$ cat src/rtl/dram_fifo_if.sv
// dram_fifo_if: push/pop handshake bundle for dram_fifo.
// The slave modport is the FIFO side and the master modport is the producer/consumer side.
interface dram_fifo_if #(
  parameter int SZ = 8,
  parameter int DW = 32
);
  localparam int AW = $clog2(SZ);

  logic          clear_i;
  logic          push_i;
  logic [DW-1:0] data_i;
  logic          full_o;
  logic          pop_i;
  logic [DW-1:0] data_o;
  logic          empty_o;
  logic [AW:0]   usage_o;

  modport slave (
    input  clear_i,
    input  push_i,
    input  data_i,
    input  pop_i,
    output full_o,
    output data_o,
    output empty_o,
    output usage_o
  );

  modport master (
    output clear_i,
    output push_i,
    output data_i,
    output pop_i,
    input  full_o,
    input  data_o,
    input  empty_o,
    input  usage_o
  );
endinterface

$ cat src/rtl/dram_fifo.sv
// dram_fifo: first-word-fall-through FIFO built on a distributed RAM.
// The RAM has one synchronous write port and one asynchronous read port.
// Define DRAM_FIFO_OREG_EN to register data_o. The registered path prefetches the head
// for the next cycle and includes a write bypass, so cycle behaviour matches the
// combinational path.

// dram: distributed RAM with an asynchronous read port (port 0) and a clocked write port (port 1).
module dram #(
  parameter int SZ = 8,
  parameter int DW = 32,
  localparam int AW = $clog2(SZ)
) (
  input  logic          clk,
  input  logic          we1,
  input  logic [AW-1:0] waddr1,
  input  logic [DW-1:0] wdata1,
  input  logic [AW-1:0] raddr0,
  output logic [DW-1:0] rdata0
);
  logic [DW-1:0] mem [SZ];

  // Write port: contents are never reset, only overwritten by accepted pushes.
  always_ff @(posedge clk) begin
    if (we1) mem[waddr1] <= wdata1;
  end

  assign rdata0 = mem[raddr0];
endmodule

module dram_fifo #(
  parameter int SZ = 8,
  parameter int DW = 32
) (
  input  logic       clk_i,
  input  logic       rst_ni,
  dram_fifo_if.slave bus
);
  localparam int AW = $clog2(SZ);
  localparam int PW = AW + 1;

  logic [PW-1:0] wp, rp, wp_next, rp_next;
  logic          empty, full;
  logic          push_ok, pop_ok, ram_we;
  logic [AW-1:0] ram_raddr;
  logic [DW-1:0] ram_rdata;

  // The extra MSB on each pointer separates the full case from the empty case when the low bits match.
  assign empty   = (wp == rp);
  assign full    = (wp[AW-1:0] == rp[AW-1:0]) && (wp[AW] != rp[AW]);
  assign push_ok = bus.push_i & ~full;
  assign pop_ok  = bus.pop_i & ~empty;
  assign ram_we  = push_ok & ~bus.clear_i;

  assign bus.empty_o = empty;
  assign bus.full_o  = full;
  assign bus.usage_o = wp - rp;

  // Next pointer values: clear wins; otherwise each pointer advances on its accepted request.
  always_comb begin
    wp_next = wp;
    rp_next = rp;
    if (bus.clear_i) begin
      wp_next = '0;
      rp_next = '0;
    end else begin
      if (push_ok) wp_next = wp + PW'(1);
      if (pop_ok)  rp_next = rp + PW'(1);
    end
  end

  // Pointer registers, cleared asynchronously on reset.
  always_ff @(posedge clk_i or negedge rst_ni) begin
    if (!rst_ni) begin
      wp <= '0;
      rp <= '0;
    end else begin
      wp <= wp_next;
      rp <= rp_next;
    end
  end

  dram #(.SZ(SZ), .DW(DW)) u_dram (
    .clk    (clk_i),
    .we1    (ram_we),
    .waddr1 (wp[AW-1:0]),
    .wdata1 (bus.data_i),
    .raddr0 (ram_raddr),
    .rdata0 (ram_rdata)
  );

`ifdef DRAM_FIFO_OREG_EN
  logic [DW-1:0] data_q;

  // The registered path reads ahead at the post-pop read pointer.
  assign ram_raddr = rp_next[AW-1:0];

  // Output register: load the next head. Bypass when this edge writes that same slot.
  always_ff @(posedge clk_i or negedge rst_ni) begin
    if (!rst_ni) begin
      data_q <= '0;
    end else if (!bus.clear_i) begin
      if (ram_we && (wp[AW-1:0] == rp_next[AW-1:0])) data_q <= bus.data_i;
      else                                           data_q <= ram_rdata;
    end
  end

  assign bus.data_o = data_q;
`else
  assign ram_raddr  = rp[AW-1:0];
  assign bus.data_o = ram_rdata;
`endif
endmodule

$ cat src/flat_wrapper.sv
// flat-port wrapper written by rule: the top's interface ports become plain ports
module dram_fifo_flat 
#(
  parameter int SZ = 8,
  parameter int DW = 32
)
  (clk_i, rst_ni, bus_clear_i, bus_push_i, bus_data_i, bus_pop_i, bus_full_o, bus_data_o, bus_empty_o, bus_usage_o);
  dram_fifo_if #(.SZ(SZ), .DW(DW)) bus_i ();
  input  logic clk_i;
  input  logic rst_ni;
  input wire logic [$bits(bus_i.clear_i)-1:0] bus_clear_i;
  input wire logic [$bits(bus_i.push_i)-1:0] bus_push_i;
  input wire logic [$bits(bus_i.data_i)-1:0] bus_data_i;
  input wire logic [$bits(bus_i.pop_i)-1:0] bus_pop_i;
  output wire logic [$bits(bus_i.full_o)-1:0] bus_full_o;
  output wire logic [$bits(bus_i.data_o)-1:0] bus_data_o;
  output wire logic [$bits(bus_i.empty_o)-1:0] bus_empty_o;
  output wire logic [$bits(bus_i.usage_o)-1:0] bus_usage_o;
  assign bus_i.clear_i = bus_clear_i;
  assign bus_i.push_i = bus_push_i;
  assign bus_i.data_i = bus_data_i;
  assign bus_i.pop_i = bus_pop_i;
  assign bus_full_o = bus_i.full_o;
  assign bus_data_o = bus_i.data_o;
  assign bus_empty_o = bus_i.empty_o;
  assign bus_usage_o = bus_i.usage_o;
  dram_fifo #(.SZ(SZ), .DW(DW)) u_core (.clk_i(clk_i), .rst_ni(rst_ni), .bus(bus_i));
endmodule
$ cat config.mk
export PLATFORM = sky130hd
export DESIGN_NAME = dram_fifo_flat
export DESIGN_NICKNAME = d
export VERILOG_FILES = /design/src/rtl/dram_fifo_if.sv /design/src/rtl/dram_fifo.sv /design/src/flat_wrapper.sv
export SDC_FILE = /design/constraint.sdc
export NUM_CORES = 1
export LEC_CHECK = 0
export CAP_MARGIN = 10
export CELL_PAD_IN_SITES_DETAIL_PLACEMENT = 1
export CELL_PAD_IN_SITES_GLOBAL_PLACEMENT = 2
export CORE_UTILIZATION = 33
export CTS_CLUSTER_SIZE = 16
export DETAILED_ROUTE_END_ITERATION = 10
export PLACE_DENSITY = 0.69
export REMOVE_ABC_BUFFERS = 1
export SLEW_MARGIN = 5
export SYNTH_ARGS = -nofsm -noshare
export SYNTH_HDL_FRONTEND = slang
export SYNTH_SLANG_ARGS = --single-unit
export TNS_END_PERCENT = 30
$ cat constraint.sdc
create_clock -name clk_i -period 8.4 [get_ports clk_i]
set_input_delay 1.26 -clock clk_i [delete_from_list [all_inputs] [get_ports clk_i]]
set_output_delay 1.26 -clock clk_i [all_outputs]
set_load 0.02 [all_outputs]
# Yosys cells after proc, flatten, opt, wreduce, memory -nomap -nowiden
# Memory sizes are Yosys's and may differ from the RTL's.
# Index checks and enable logic that the tools add are counted.
# op_classes
reduce_logical,3
n_eq_ne,3
bitwise,6
mux,6
add_sub_neg,3
# ops
operator,n
4-bit 2-to-1 mux,4
"4-bit by 1-bit adder with 4-bit output, second input constant",2
4-bit == test,1
2-bit nonzero test,2
4-bit subtractor,1
1-bit bitwise AND,3
3-bit == test,1
1-bit inverter,3
1-bit 2-to-1 mux,2
1-bit logical AND,1
1-bit inequality test,1
# totals
regBits,8
ramBits,256
memories,1
inputBits,37
# memory_table
name,depth,width,rd,rd_ports_with_merged_regs,write_ports,line_no,rtl
u_core.u_dram.mem,8,32,1,0,1,dram_fifo.sv:20,logic [DW-1:0] mem [SZ];

# Depth between registers and ports, before layout
# depth
word_depth,7
mapped_depth,8

# By module
# From an unflattened synthesis, not the netlist that was laid out.
# hier_totals
cells_unflattened,440
hier_area_um2,10386.2
# by_module_without_submodules
mod,instances,area_per_inst_um2,cells_per_inst
dram,1,9825.7,383
dram_fifo,1,560.5,57

# Worst setup path after synthesis
# OpenSTA, ideal clock, no wires.
# synth_path
path_type,input to register
startpoint,input port bus_clear_i
endpoint,"memory u_core.u_dram.mem[1][0], enable pin"
path_slack_ps,2804
setup_ps,513
required_ps,7887
path_stages,3
t_arrival_ps,5083
n_path_buf,1
path_cell_list,dlygate4sd1_1 -> nor2_1 -> nor4b_1
# synth_between
elab_chain_len,4
# synth_lines
item,line_no,rtl
"start, declared",flat_wrapper.sv:11,input wire logic [$bits(bus_i.clear_i)-1:0] bus_clear_i;
1-bit inverter,dram_fifo.sv:52,assign ram_we = push_ok & ~bus.clear_i;
1-bit bitwise AND,dram_fifo.sv:52,
1-bit 2-to-1 mux,dram_fifo.sv:24,if (we1) mem[waddr1] <= wdata1;
1-bit 2-to-1 mux (implied by the code),dram_fifo.sv:24,
"end, declared",dram_fifo.sv:20,
# Every way passes these cells.

# Worst setup path after layout
# layout_path
startpoint,register u_core.rp[2]
endpoint,output port bus_empty_o
# layout_between
elab_chain_len,1
# layout_lines
item,line_no,rtl
"start, declared",dram_fifo.sv:41,"logic [PW-1:0] wp, rp, wp_next, rp_next;"
"start signal, assigned",dram_fifo.sv:78,rp <= rp_next;
4-bit == test,dram_fifo.sv:48,assign empty = (wp == rp);
"end, declared",flat_wrapper.sv:17,output wire logic [$bits(bus_i.empty_o)-1:0] bus_empty_o;
# Every way passes these cells.

==> results.json <==
{
  "synth_warnings": 0,
  "nets": 641,
  "die_area_um2": 31700,
  "ys_types": 31,
  "ys_ff_latch": 264,
  "switching_power_mw": 0.740,
  "yosysMostFrequentCell": "edfxtp_1",
  "clkTransAtPathRegs_ps": 60,
  "clk_latency_ps": 530,
  "place_hpwl_um": 11900,
  "syn_inst": 506,
  "power_frac_comb": 0.146,
  "postLayoutCellArea_um2": 12400,
  "holdWs_ps": 650,
  "drt_pass1_iterations": 4,
  "cts_max_level": 1,
  "setup_viol": 0,
  "arrival_ps": 3800,
  "grt_use_total": 0.142,
  "ir_worst_vdd_mv": 0.146,
  "wirelength_um": 21800,
  "fp.dieH_um": 178,
  "synth_top_family_by_area": "multiplexers",
  "drive_gt1_frac": 0.205,
  "synth-edff-count": 256,
  "p_leak_nw": 3.98,
  "worst_slack_ps": 3340,
  "drtAntennaViolNets": 0,
  "cts_tree": "yes",
  "crit_start": "u_core.rp[2]$_DFFE_PN0P_",
  "status": "complete, no violations",
  "slowest_delay_ps": 990,
  "synthSimpleGateAreaFrac": 0.0479,
  "synth_top_area_share": 0.750,
  "grt_max_degree": 70,
  "hold_buffers": 0,
  "port_buffers": 74,
  "ys_async_sr_fraction": 0.0303,
  "antenna_found_initial": 1,
  "fin_total_pwr_mw": 3.20,
  "p_sw_frac": 0.231,
  "synth.largest_area_cell": "edfxtp_1",
  "critPathLaunchType": "flip-flop",
  "cp_max_fo": 34,
  "hold_path.class": "flip-flop to flip-flop",
  "synthXorXnorAreaFrac": 0.00928,
  "path_class": "flip-flop to output port",
  "synthAdderAreaFrac": 0.00806,
  "syn_area_per_cell_um2": 20.2,
  "final_hold_viol_count": 0,
  "fin_worst_skew_ps": 8.92,
  "num_vias": 4974,
  "r2r_start": "u_core.rp[2]$_DFFE_PN0P_",
  "finalMaxSlewViolations": 0,
  "dp.cells": 964,
  "grt_pass1_vias": 5591,
  "root_buffer": "clkbuf_16",
  "cts_resized": 0,
  "r2r_setup_slack_ps": 4250,
  "fin_util": 0.405,
  "drv_cap": 0,
  "cp_top_family": "buffers and inverters",
  "synth.cell_area_um2": 10200,
  "drc": 0,
  "gp_congestion": 0.759,
  "relSlewSlack": 0.264,
  "cp.required_ps": 7140,
  "io_pins": 75,
  "ys.flop_type": "edfxtp_1",
  "post-route-period-util": 0.602,
  "numCtsBuffers": 28,
  "avgRoutedWirePerCell_um": 21.6,
  "cts.sinks": 264,
  "overflow": 0,
  "postCtsSetupBuffers": 0,
  "synth_compound_area_frac": 0.00574,
  "worst_r2r_endpoint": "u_core.u_dram.mem[1][13]$_DFFE_PP_",
  "vias_per_cell": 4.92,
  "n_fill_cell": 2963,
  "power_density_nw_per_um2": 259,
  "fin_tns_setup_ps": 0,
  "end_kind": "output port",
  "hp-start": "u_core.wp[3]$_DFFE_PN0P_",
  "synth.top_cells.by_area": "edfxtp_1 75%, mux4_2 14%, nand2_1 3.6%",
  "num_antenna_cells": 0,
  "clockBufferDepth": 3,
  "critPathBufInv": 2,
  "synth_commonest_cells": "256 x edfxtp_1, 97 x nand2_1, 64 x mux4_2",
  "post-place-ws_ps": 3800,
  "period_needed_ps": 5060,
  "syn_to_final_growth_pct": 20.8,
  "core_um2": 30600,
  "num_rows": 64,
  "internal_power_mw": 2.46,
  "critical_path.cell_chain": "inv_2 > ha_1 > nand3_1 > nor2_1 > clkdlybuf4s50_1",
  "pwr-share-clk": 0.381,
  "fin_cells": 1012,
  "crit_cells": 5,
  "die_x_um": 178,
  "drtIter0Drc": 292,
  "rr_worst_depth": 6,
  "rsz0062_at_grt": "no",
  "start_util": 0.335,
  "dpl-instance-area_um2": 11500,
  "seq_power_share": 0.473,
  "hold_depth": 2,
  "yosys-mux-area-fraction": 0.143,
  "seq_area_frac_synth": 0.770,
  "grt_pass1_wl_um": 33300,
  "min_to": "u_core.wp[3]$_DFFE_PN0P_",
  "worst_path_max_delay_cell": "dfrtp_2",
  "worst_slew_pin_slew_ps": 1100,
  "clock.fmax_ghz": 0.198
}
## logic make-up (layout without fill, tap and decap cells)
family | count (synthesis) | after routing
simple gates | 122 | 122
xor+xnor | 10 | 10
mux | 66 | 66
flops | 264 | 264
buf+inv | 30 | 140
compound gates | 8 | 8
fa+ha+maj | 6 | 6
## how the worst max path moves through the flow
stage                                                    to  slack [ps]
after global placement                          bus_empty_o        3870
after global routing                            bus_empty_o        3080
after CTS                                       bus_empty_o        3200
after floorplan           u_core.u_dram.mem[1][0]$_DFFE_PP_         990
final                                           bus_empty_o        3340
after detailed placement                        bus_empty_o        3800
## power groups by stage
stage                     clock, mW  sequential, mW  combinational, mW
after floorplan                   0            1.55              0.284
after global placement            0            1.54              0.468
after detailed placement          0            1.54              0.474
after CTS                      1.25            1.52              0.477
after global routing           1.29            1.52              0.504
final                          1.22            1.51              0.466
## layout make-up
| type | count | area [um2] | area share |
|---|---|---|---|
| multi-input cells | 212 | 2230 | 0.180 |
| clock inverters | 15 | 170 | 0.0137 |
| inverters | 8 | 30.0 | 0.00243 |
| clock buffers | 33 | 741 | 0.0599 |
| repair buffers | 84 | 816 | 0.0659 |
| well taps | 396 | 495 | 0.0400 |
| flip-flops and latches | 264 | 7900 | 0.638 |
## sequential cells by signal (all words and copies together) (netlist names)
register and flops:
u_core.rp 4, u_core.u_dram.mem 256, u_core.wp 4
## placed cells by master (no fill, tap or decap), types with 2 or more instances in the layout
| cell type | n |
|---|---|
| clkbuf_16 | 29 |
| nand2_1 | 97 |
| mux2i_1 | 2 |
| edfxtp_1 | 256 |
| nor2_1 | 12 |
| inv_1 | 7 |
| dfrtp_4 | 2 |
| xnor2_1 | 7 |
| clkbuf_1 | 4 |
| nor4_2 | 4 |
| o211ai_1 | 2 |
| dfrtp_1 | 5 |
| xor2_1 | 2 |
| nand4_1 | 2 |
| and3_2 | 2 |
| clkinv_2 | 4 |
| clkinv_1 | 6 |
| mux4_2 | 64 |
| clkdlybuf4s50_1 | 74 |
| ha_1 | 5 |
| a21oi_1 | 3 |
| bufinv_16 | 4 |
| buf_4 | 10 |
## worst register-to-register path: stages, from the launching register on
cell and delay [ps]:
dfrtp_2 990, inv_2 650, ha_1 550, nand3_1 260, o21ai_4 170, nor4b_2 710, buf_4 480
## routing by layer
metal,up-vias,track usage,share of wire
met5,-,0,0.00060
met4,2,0.0325,0.018
met3,37,0.0275,0.044
met2,105,0.246,0.50
met1,2645,0.183,0.43
li1,2185,-,-
Note: power is estimated with default switching activity, not from simulation.
